===== src/rtl/pc_sequencer.sv =====
// Registered program-counter unit for the KGP_RISC fetch stage.
// Selects the next PC (seq/abs/reg/conditional/call/ret/flush) and keeps a return-address stack.
module pc_sequencer #(
    parameter int unsigned          ADDR_W    = 32,
    parameter int unsigned          RAS_DEPTH = 4,
    parameter logic [ADDR_W-1:0]    RESET_PC  = '0
) (
    input  logic                        clk,
    input  logic                        rst,
    input  logic                        stall,
    input  logic                        flush,
    input  logic [ADDR_W-1:0]           flush_pc,
    input  logic [2:0]                  branch,
    input  logic                        call,
    input  logic                        ret,
    input  logic                        carry,
    input  logic                        zero,
    input  logic                        sign,
    input  logic [ADDR_W-1:0]           rs_out,
    input  logic [ADDR_W-1:0]           pda,
    input  logic [ADDR_W-1:0]           offset,
    output logic [ADDR_W-1:0]           pc,
    output logic [ADDR_W-1:0]           next_pc,
    output logic                        taken,
    output logic [$clog2(RAS_DEPTH):0]  ras_count,
    output logic                        ras_overflow,
    output logic                        ras_underflow
);

    localparam int unsigned PTR_W = $clog2(RAS_DEPTH);
    localparam int unsigned CNT_W = PTR_W + 1;

    typedef enum logic [2:0] {
        BR_SEQ    = 3'b000,
        BR_PDA    = 3'b001,
        BR_RS     = 3'b010,
        BR_ZERO   = 3'b011,
        BR_NZERO  = 3'b100,
        BR_CARRY  = 3'b101,
        BR_SIGN   = 3'b110,
        BR_NSIGN  = 3'b111
    } branch_e;

    logic [ADDR_W-1:0] pc_q, pc_d;
    logic [PTR_W-1:0]  ptr_q, ptr_d;
    logic [CNT_W-1:0]  cnt_q, cnt_d;
    logic              ovf_q, ovf_d;
    logic              unf_q, unf_d;
    logic              push_d;
    logic [ADDR_W-1:0] ras_q [RAS_DEPTH];

    logic [ADDR_W-1:0] seq_pc;
    logic [ADDR_W-1:0] ras_top;
    logic [ADDR_W-1:0] branch_pc;
    logic              ras_empty;
    logic              ras_full;

    assign seq_pc    = pc_q + ADDR_W'(1);
    assign ras_top   = ras_q[ptr_q - PTR_W'(1)];
    assign ras_empty = (cnt_q == '0);
    assign ras_full  = (cnt_q == CNT_W'(RAS_DEPTH));

    // Branch decode; a failed condition falls through to the sequential PC.
    always_comb begin
        branch_pc = seq_pc;
        case (branch_e'(branch))
            BR_SEQ:   branch_pc = seq_pc;
            BR_PDA:   branch_pc = pda;
            BR_RS:    branch_pc = rs_out;
            BR_ZERO:  branch_pc = zero  ? offset : seq_pc;
            BR_NZERO: branch_pc = !zero ? offset : seq_pc;
            BR_CARRY: branch_pc = carry ? offset : seq_pc;
            BR_SIGN:  branch_pc = sign  ? offset : seq_pc;
            BR_NSIGN: branch_pc = !sign ? offset : seq_pc;
            default:  branch_pc = seq_pc;
        endcase
    end

    // Next-PC priority: flush > stall > ret > call > branch; RAS only moves when neither flush nor stall.
    always_comb begin
        pc_d   = seq_pc;
        ptr_d  = ptr_q;
        cnt_d  = cnt_q;
        ovf_d  = 1'b0;
        unf_d  = 1'b0;
        push_d = 1'b0;
        if (flush) begin
            pc_d = flush_pc;
        end else if (stall) begin
            pc_d = pc_q;
        end else if (ret) begin
            if (ras_empty) begin
                pc_d  = seq_pc;
                unf_d = 1'b1;
            end else begin
                pc_d  = ras_top;
                ptr_d = ptr_q - PTR_W'(1);
                cnt_d = cnt_q - CNT_W'(1);
            end
        end else if (call) begin
            pc_d   = pda;
            push_d = 1'b1;
            ptr_d  = ptr_q + PTR_W'(1);
            if (ras_full) begin
                ovf_d = 1'b1;
            end else begin
                cnt_d = cnt_q + CNT_W'(1);
            end
        end else begin
            pc_d = branch_pc;
        end
    end

    always_ff @(posedge clk or posedge rst) begin
        if (rst) begin
            pc_q  <= RESET_PC;
            ptr_q <= '0;
            cnt_q <= '0;
            ovf_q <= 1'b0;
            unf_q <= 1'b0;
        end else begin
            pc_q  <= pc_d;
            ptr_q <= ptr_d;
            cnt_q <= cnt_d;
            ovf_q <= ovf_d;
            unf_q <= unf_d;
        end
    end

    // Stack storage needs no reset; validity is tracked by cnt_q.
    always_ff @(posedge clk) begin
        if (push_d && !rst) begin
            ras_q[ptr_q] <= seq_pc;
        end
    end

    assign pc            = pc_q;
    assign next_pc       = pc_d;
    assign taken         = (pc_d != seq_pc) && (flush || !stall);
    assign ras_count     = cnt_q;
    assign ras_overflow  = ovf_q;
    assign ras_underflow = unf_q;

endmodule


===== config.mk =====
export PLATFORM = sky130hd
export DESIGN_NAME = pc_sequencer
export DESIGN_NICKNAME = d
export VERILOG_FILES = /design/src/rtl/pc_sequencer.sv
export SDC_FILE = /design/constraint.sdc
export NUM_CORES = 1
export LEC_CHECK = 0
export BUFFER_PORTS_ARGS = -buffer_cell sky130_fd_sc_hd__buf_2
export CELL_PAD_IN_SITES_DETAIL_PLACEMENT = 0
export CELL_PAD_IN_SITES_GLOBAL_PLACEMENT = 1
export CORE_AREA = 4 4 153 155
export CTS_CLUSTER_DIAMETER = 60
export DETAILED_ROUTE_END_ITERATION = 10
export DIE_AREA = 0 0 157 159
export PLACE_DENSITY = 0.83
export SYNTH_ARGS = -nofsm -noshare
export SYNTH_HDL_FRONTEND = slang
export SYNTH_SLANG_ARGS = --single-unit

===== constraint.sdc =====
create_clock -name clk -period 7.3 [get_ports clk]
set_input_delay 0.365 -clock clk [delete_from_list [all_inputs] [get_ports clk]]
set_output_delay 0.365 -clock clk [all_outputs]
set_load 0.005 [all_outputs]

==> tab_implementation.tex, run 1 <==
\begin{tabular}{lr}
\hline
Metric & Value \\
\hline
\multicolumn{2}{l}{\textbf{Floorplan}} \\
\quad Effective utilization at floorplan & 47.1\% \\
\quad Standard-cell row count & 54 \\
\quad Area of the core & approximately 0.022 mm2 \\
\quad DIE HEIGHT & between 150 and 200 um \\
\quad Die Area & 0.0250 mm2 \\
\quad Horizontal die dimension & 157 um \\
\quad Number of placed I/O pins & 210 \\
\multicolumn{2}{l}{\textbf{Global routing}} \\
\quad Number of antenna violations at the first check in global routing & 1 \\
\quad GR Overflow Total & 0 \\
\quad Pin count of the biggest net entering global routing & 36 \\
\quad Total routing usage reported by global routing & 33.3\% \\
\quad Number of global-route vias before repair & between 9000 and 10000 \\
\quad Wire length of the first global-routing pass & slightly above 60000 um \\
\multicolumn{2}{l}{\textbf{Clock network}} \\
\quad Clock insertion delay at the later pin of the skew report & 450 ps \\
\quad TritonCTS Sinks & $\sim$170 \\
\quad TritonCTS clock tree & yes \\
\quad Post-CTS setup-driven buffer insertion count & 0 \\
\quad CTS resizes & 0 \\
\quad Cts bufs inserted & 17 \\
\quad CTS HTree Levels & 4 \\
\quad Root buf cell & clkbuf\_16 \\
\quad Number of buffers on the longest clock path & 2 \\
\quad Clock slew at the register clock pins of the worst setup and hold paths & 70 ps \\
\multicolumn{2}{l}{\textbf{Routing}} \\
\quad Vias per cell & $\sim$7 \\
\quad Detail Route Antenna Nets & 0 \\
\quad Number of search-and-repair iterations in the first detailed-routing pass & 6 \\
\quad Total length of routed wires & around 43000 um \\
\quad Drt first-iter violations & about 1600 \\
\quad Routed vias & between 10000 and 15000 \\
\quad Number of design rule violations left after detail routing & 0 \\
\quad Final routed wire length divided by cell count & 29.1 um \\
\multicolumn{2}{l}{\textbf{Timing}} \\
\quad Sum of negative setup slack & 0 ps \\
\quad Highest Clock Rate & between 200 and 250 MHz \\
\quad RSZ-0062 raised after global routing & no \\
\quad Worst slew margin relative to its limit & roughly a third \\
\quad Tmin final & 4690 ps \\
\quad Final count of pins violating max slew & 0 \\
\quad Number of failing hold endpoints at the final stage & 0 \\
\quad Final worst path period share & between 60 and 70\% \\
\quad Slew at the pin with the worst max-slew slack & between 900 and 1000 ps \\
\quad Slack of the critical path & roughly 2600 ps \\
\quad Skew final & between 15 and 20 ps \\
\quad Hold\_ws & about 230 ps \\
\quad Final-report setup violation count & 0 \\
\multicolumn{2}{l}{\textbf{Synthesis}} \\
\quad Distinct cell type count of the synthesized netlist & between 80 and 90 \\
\quad Total standard cell area after synthesis & roughly 0.01 mm2 \\
\quad Synth warnings & 0 \\
\quad Multiplexer share of the synthesized area & 7.43\% \\
\quad Main combinational cell family by area after synthesis & compound AO/OA/AOI/OAI gates \\
\quad Number of flops mapped to enable cells by yosys & 128 \\
\quad Compound-gate portion of the synthesized area & roughly a fifth \\
\quad Synth Flop Type & edfxtp\_1 \\
\quad Xor-xnor portion of the synthesized cell area & 3.07\% \\
\quad Flops \& latches, synth & roughly 170 \\
\quad Number of nets in the synthesized netlist & 1130 \\
\quad Average cell area after synthesis & $\sim$10 um2 \\
\quad Synth async-reset ratio & 23.4\% \\
\quad Instance count of the mapped netlist & 984 \\
\quad Simple-Gate Fraction of Synth Area & around 17\% \\
\quad Sequential element share of the synthesized area & 46.9\% \\
\quad Post-synthesis adder-cell area fraction & 0.804\% \\
\multicolumn{2}{l}{\textbf{Placed design}} \\
\quad \# port buffers & 209 \\
\quad Dpl cell area & about 0.012 mm2 \\
\quad Total placed cells including tap cells & around 1400 \\
\quad Post-detail-place hpwl & about 31000 um \\
\quad Final weighted congestion in routability-driven placement & $\sim$1.0 \\
\quad Setup Slack @ Placement & 3140 ps \\
\multicolumn{2}{l}{\textbf{Cells and area}} \\
\quad Antenna Cells & 0 \\
\quad Most common library cell in the layout ignoring fill and taps & buf\_2 \\
\quad Synth-to-Final Area Change & 18.5\% \\
\quad Final Instance Count excl. Fillers & $\sim$1500 \\
\quad Commonest cells after routing, fill and taps aside & 209 x buf\_2, 128 x edfxtp\_1, 86 x a21oi\_1, 63 x o21ai\_0, 62 x nand2\_1 \\
\quad Post-route design area & roughly 0.012 mm2 \\
\quad Net count reported at finish & 1315 \\
\quad Fill cells & 1937 \\
\quad Utilization of the core after routing & a little under three fifths \\
\quad Share of post-route cells with drive strength above 1 & 27.7\% \\
\multicolumn{2}{l}{\textbf{Critical path}} \\
\quad Highest net fanout along the worst path & 20 \\
\quad Critical Path RT & 6930 ps \\
\quad Startpoint type of the worst setup path & register \\
\quad Worst setup EP type & output port \\
\quad Critical path data arrival time & approximately 4300 ps \\
\quad Critical Setup Path Class & reg2out \\
\multicolumn{2}{l}{\textbf{Run}} \\
\quad Number of maximum-capacitance constraint violations & 0 \\
\multicolumn{2}{l}{\textbf{Power}} \\
\quad Power density over cell area & between 200 and 300 mW/mm2 \\
\quad Total chip power & between 3 and 4 mW \\
\quad Static leakage & between 4 and 5 nW \\
\quad Worst vdd rail ir drop & around 0.14 mV \\
\multicolumn{2}{l}{\textbf{Hold path}} \\
\quad Type of the tightest min-delay check & in2reg \\
\multicolumn{2}{l}{\textbf{Run status}} \\
\quad Result of the run & completed \\
\hline
\end{tabular}
cells by family after synthesis:
logic type | count (synthesis)
simple gates | 319
mux | 36
fa+ha+maj | 6
xor+xnor | 36
flops | 167
buf+inv | 105
compound gates | 315
worst paths after layout:
check / slack (ps) / startpoint / endpoint / cells after the start
setup / recovery: 2610 / ras_count[0] / taken / 10
hold / removal: 230 / flush_pc[23] / pc[23] / 2
setup reg to reg: 3750 / pc[2] / pc[25] / 8
hold reg to reg: 600 / ptr_q[0] / ptr_q[0] / 2
max in group asynchronous: 6070 / rst / pc[9] / 4
min in group asynchronous: 420 / rst / pc[30] / 3
cell usage after synthesis (all sizes together) (11+ instances only):
master,instances,area [um2]
mux4,32,721
or3,11,68.8
nor4,11,81.3
and3,34,213
a21oi,87,439
edfxtp,128,3840
a211oi,19,148
nor2b,13,81.3
clkbuf,37,139
nor2,57,214
o22ai,12,75.1
nor3,25,125
buf,30,164
xor2,13,114
nand4,17,113
nand2,62,233
inv,38,143
xnor2,23,201
nand3,35,180
o21ai,64,320
o221ai,25,219
nand2b,15,93.8
and2,11,68.8
dfrtp,39,976
where the power goes:
| group | internal (mW) | switching (mW) |
|---|---|---|
| Combinational | 0.521 | 0.788 |
| Clock | 0.458 | 0.442 |
| Sequential | 1.12 | 0.108 |
sequential cells by signal (all words and copies together), names as in the netlist:
signal / count
ras_q: 128
ras_count: 3
ras_overflow: 1
ras_underflow: 1
ptr_q: 2
pc: 32
worst max-delay path, cell delays in order (launching register included):
cell and delay, ps:
dfrtp_1 500, nor2_1 290, nand3b_1 440, nand2_1 870, or3_1 240, a21oi_1 150, nor4_1 550, and4_1 300
nand4_1 100, o31a_1 300, buf_2 140
cell type report:
type / count / area (um2) / share of cell area (%)
Clock buffer: 18 / 429 / 3.53
Clock inverter: 14 / 155 / 1.27
Inverter: 38 / 143 / 1.17
Multi-Input combinational cell: 712 / 5040 / 41.4
Sequential cell: 167 / 4820 / 39.6
Tap cell: 280 / 350 / 2.88
Timing Repair Buffer: 233 / 1230 / 10.1
repair_timing:
item,4_1_cts,5_1_grt
hold endpoints to repair,4,0
endpoints found under the setup margin,0,0
hold buffers,1,0
per-layer routing:
layer	global-route usage [%]	share of wire, %	vias up
met5	0	0	-
met4	18.0	6.6	0
met3	8.02	12	167
met2	51.8	46	836
met1	42.8	35	4809
li1	-	-	4221
No activity file was read; power rests on OpenSTA's default activity.
==> run 2: changes to the inputs <==
--- a/config.mk
+++ b/config.mk
@@ -8,11 +8,11 @@
 export BUFFER_PORTS_ARGS = -buffer_cell sky130_fd_sc_hd__buf_2
 export CELL_PAD_IN_SITES_DETAIL_PLACEMENT = 0
 export CELL_PAD_IN_SITES_GLOBAL_PLACEMENT = 1
-export CORE_AREA = 4 4 153 155
+export CORE_AREA = 4 4 168 170
 export CTS_CLUSTER_DIAMETER = 60
 export DETAILED_ROUTE_END_ITERATION = 10
-export DIE_AREA = 0 0 157 159
-export PLACE_DENSITY = 0.83
+export DIE_AREA = 0 0 172 174
+export PLACE_DENSITY = 0.73
 export SYNTH_ARGS = -nofsm -noshare
 export SYNTH_HDL_FRONTEND = slang
 export SYNTH_SLANG_ARGS = --single-unit
==> constraint.sdc (replaced) <==
create_clock -name clk -period 4.1 [get_ports clk]
set_input_delay 0.205 -clock clk [delete_from_list [all_inputs] [get_ports clk]]
set_output_delay 0.205 -clock clk [all_outputs]
set_load 0.005 [all_outputs]
==> tab_implementation.tex, run 2 (same netlist as run 1, synthesis figures left out) <==
\begin{tabular}{lr}
\hline
Metric & Value \\
\hline
\multicolumn{2}{l}{\textbf{Critical path}} \\
\quad Critical Path RT & 3890 ps (was 6930 ps) \\
\quad Critical Path Source & ptr\_q[0] (was ras\_count[0]) \\
\quad Crit-path cells & inv\_1, ha\_1, mux4\_2, or3\_1, o311ai\_1, a41oi\_1, or2\_2, a2111oi\_2, and4\_1, nand4\_1, o31a\_1, buf\_2 (was nor2\_1, nand3b\_1, nand2\_1, or3\_1, a21oi\_1, nor4\_1, and4\_1, nand4\_1, o31a\_1, buf\_2) \\
\quad Register-to-Register Path Depth & 7 (was 8) \\
\quad Slowest stage delay, CP & 420 ps (was 870 ps) \\
\quad Critical-path cell with the highest stage delay & dfrtp\_2 (was nand2\_1) \\
\quad Critical path data arrival time & 3770 ps (was 4330 ps) \\
\quad Reg2Reg Launch Point & pc[4] (was pc[2]) \\
\quad Critical Setup Path Class & reg2out (unchanged) \\
\quad Startpoint type of the worst setup path & register (unchanged) \\
\quad Highest net fanout along the worst path & 4 (was 20) \\
\quad Worst setup EP type & output port (unchanged) \\
\multicolumn{2}{l}{\textbf{Clock network}} \\
\quad Cts bufs inserted & 17 (unchanged) \\
\quad CTS HTree Levels & 4 (unchanged) \\
\quad Root buf cell & clkbuf\_16 (unchanged) \\
\quad Clock insertion delay at the later pin of the skew report & 440 ps (was 450 ps) \\
\quad Number of buffers on the longest clock path & 2 (unchanged) \\
\quad TritonCTS Sinks & 167 (unchanged) \\
\quad TritonCTS clock tree & yes (unchanged) \\
\quad Clock slew at the register clock pins of the worst setup and hold paths & 70 ps (about the same) \\
\multicolumn{2}{l}{\textbf{Routing}} \\
\quad Routed vias & 10025 (was 10033) \\
\quad Vias per cell & 6.42 (was 6.86) \\
\quad Number of design rule violations left after detail routing & 0 (unchanged) \\
\quad Detail Route Antenna Nets & 0 (unchanged) \\
\quad Drt first-iter violations & 1392 (was 1638) \\
\quad Total length of routed wires & 45500 um (was 42500 um) \\
\quad Number of search-and-repair iterations in the first detailed-routing pass & 5 (was 6) \\
\quad Final routed wire length divided by cell count & 29.1 um (about the same) \\
\multicolumn{2}{l}{\textbf{Global routing}} \\
\quad Wire length of the first global-routing pass & 64100 um (was 61200 um) \\
\quad Number of antenna violations at the first check in global routing & 0 (was 1) \\
\quad Total routing usage reported by global routing & 29.5\% (was 33.3\%) \\
\quad GR Overflow Total & 0 (unchanged) \\
\quad Number of global-route vias before repair & 9391 (was 9505) \\
\quad Pin count of the biggest net entering global routing & 38 (was 36) \\
\multicolumn{2}{l}{\textbf{Cells and area}} \\
\quad Commonest cells after routing, fill and taps aside & 209 x buf\_2, 128 x edfxtp\_1, 86 x a21oi\_1, 63 x o21ai\_0, 62 x nand2\_1 (unchanged) \\
\quad Biggest register & ras\_q (unchanged) \\
\quad Synth-to-Final Area Change & 23.0\% (was 18.5\%) \\
\quad Antenna Cells & 0 (unchanged) \\
\quad Flip-flop count of the largest register after layout & 128 (unchanged) \\
\quad Share of post-route cells with drive strength above 1 & 30.8\% (was 27.7\%) \\
\quad Most common library cell in the layout ignoring fill and taps & buf\_2 (unchanged) \\
\quad Fill cells & 2528 (was 1937) \\
\quad Net count reported at finish & 1354 (was 1315) \\
\quad Final Instance Count excl. Fillers & 1562 (was 1462) \\
\multicolumn{2}{l}{\textbf{Floorplan}} \\
\quad Effective utilization at floorplan & 38.4\% (was 47.1\%) \\
\quad DIE HEIGHT & 174 um (was 159 um) \\
\quad Die Area & 0.0299 mm2 (was 0.0250 mm2) \\
\quad Standard-cell row count & 60 (was 54) \\
\quad Horizontal die dimension & 172 um (was 157 um) \\
\quad Area of the core & 0.0267 mm2 (was 0.0218 mm2) \\
\quad Number of placed I/O pins & 210 (unchanged) \\
\multicolumn{2}{l}{\textbf{Power}} \\
\quad Switching share of power & 38.4\% (was 38.9\%) \\
\quad Worst vdd rail ir drop & 0.259 mV (was 0.145 mV) \\
\quad Clock group share of total power & 25.8\% (was 26.2\%) \\
\quad Reg power frac & 34.1\% (was 35.7\%) \\
\quad Power density over cell area & 504 mW/mm2 (was 282 mW/mm2) \\
\quad Internal power summed over all cells & 3.93 mW (was 2.10 mW) \\
\quad Switching pwr & 2.44 mW (was 1.34 mW) \\
\quad Combinational fraction of design power & 40.1\% (was 38.1\%) \\
\quad Static leakage & 4.87 nW (was 4.64 nW) \\
\multicolumn{2}{l}{\textbf{Timing}} \\
\quad Final worst path period share & a little over nine tenths \\
\quad Slack of the critical path & 123 ps (was 2610 ps) \\
\quad Sum of negative setup slack & 0 ps (unchanged) \\
\quad Final count of pins violating max slew & 0 (unchanged) \\
\quad Highest Clock Rate & roughly 250 MHz \\
\quad Worst slew margin relative to its limit & 45.3\% (was 35.0\%) \\
\quad Skew final & 16.5 ps (was 17.6 ps) \\
\quad Slew at the pin with the worst max-slew slack & 817 ps (was 967 ps) \\
\quad Tmin final & around 4000 ps \\
\quad Final-report setup violation count & 0 (unchanged) \\
\quad RSZ-0062 raised after global routing & no (unchanged) \\
\quad Number of failing hold endpoints at the final stage & 0 (unchanged) \\
\quad Hold\_ws & 58.4 ps (was 229 ps) \\
\multicolumn{2}{l}{\textbf{Placed design}} \\
\quad Post-detail-place hpwl & 34600 um (was 31000 um) \\
\quad Total placed cells including tap cells & 1528 (was 1429) \\
\quad Final weighted congestion in routability-driven placement & 0.987 (was 1.03) \\
\quad Setup Slack @ Placement & 412 ps (was 3140 ps) \\
\quad \# port buffers & 209 (unchanged) \\
\multicolumn{2}{l}{\textbf{Hold path}} \\
\quad Min-delay src & flush\_pc[23] (unchanged) \\
\quad Type of the tightest min-delay check & in2reg (unchanged) \\
\quad Cell depth of the worst hold path & 2 (unchanged) \\
\multicolumn{2}{l}{\textbf{Run}} \\
\quad Number of maximum-capacitance constraint violations & 0 (unchanged) \\
\multicolumn{2}{l}{\textbf{Run status}} \\
\quad Result of the run & completed (unchanged) \\
\hline
\end{tabular}
run 2: final cells by class:
cell class	count	area, um2	share of cell area, %
well taps	341	427	3.38
multi-input cells	712	5120	40.5
clock buffers	22	475	3.76
flip-flops and latches	167	4820	38.1
inverters	38	143	1.13
clock inverters	10	111	0.881
repair buffers	272	1540	12.2
run 2: final timing paths:
kind,end,slack [ps]
worst max register to register,pc[29],1100
max in group asynchronous,pc[4],3090
worst min register to register,ptr_q[1],650
worst min-delay path,pc[23],60
min in group asynchronous,ptr_q[1],190
worst max-delay path,taken,120
run 2: critical path: cells and delay by family (launching register included):
kind                     cells  cell delay (ps)
AO/OA/AOI/OAI                4              970
multiplexers                 1              310
adder cells (fa/ha/maj)      1              350
buffers and inverters        2              240
flip-flops                   1              420
AND/OR/NAND/NOR              4             1080
run 2: repair_timing:
item / 4_1_cts / 5_1_grt
hold endpoints to repair: 2 / 0
resized for setup: 1 / 14
setup buffers: 0 / 1
setup endpoints to repair: 1 / 1
pin swaps: 0 / 1
hold buffers: 1 / 0
run 2: stage by stage:
step | instance area (um2) | util [%] | power [mW]
CTS | 12500 | 46.9 | 6.32
global route | 12600 | 47.3 | 6.62
detailed placement | 11900 | 44.7 | 4.67
floorplan | 10300 | - | 3.62
global placement | 11900 | 44.7 | 4.66
finish | 12600 | 47.3 | 6.37
run 2: layer usage:
metal	share of wire, %	wire length (um)	global-route usage [%]
met5	0	0	0
met4	3.7	1670	9.20
met3	9.4	4280	5.53
met2	47	21600	48.0
met1	39	18000	40.1
run 2: power by group through the flow:
stage | sequential (mW) | combinational (mW) | clock, mW
global route | 2.19 | 2.70 | 1.73
CTS | 2.16 | 2.50 | 1.66
floorplan | 2.14 | 1.48 | 0
detailed placement | 2.20 | 2.48 | 0
finish | 2.17 | 2.55 | 1.64
global placement | 2.19 | 2.47 | 0
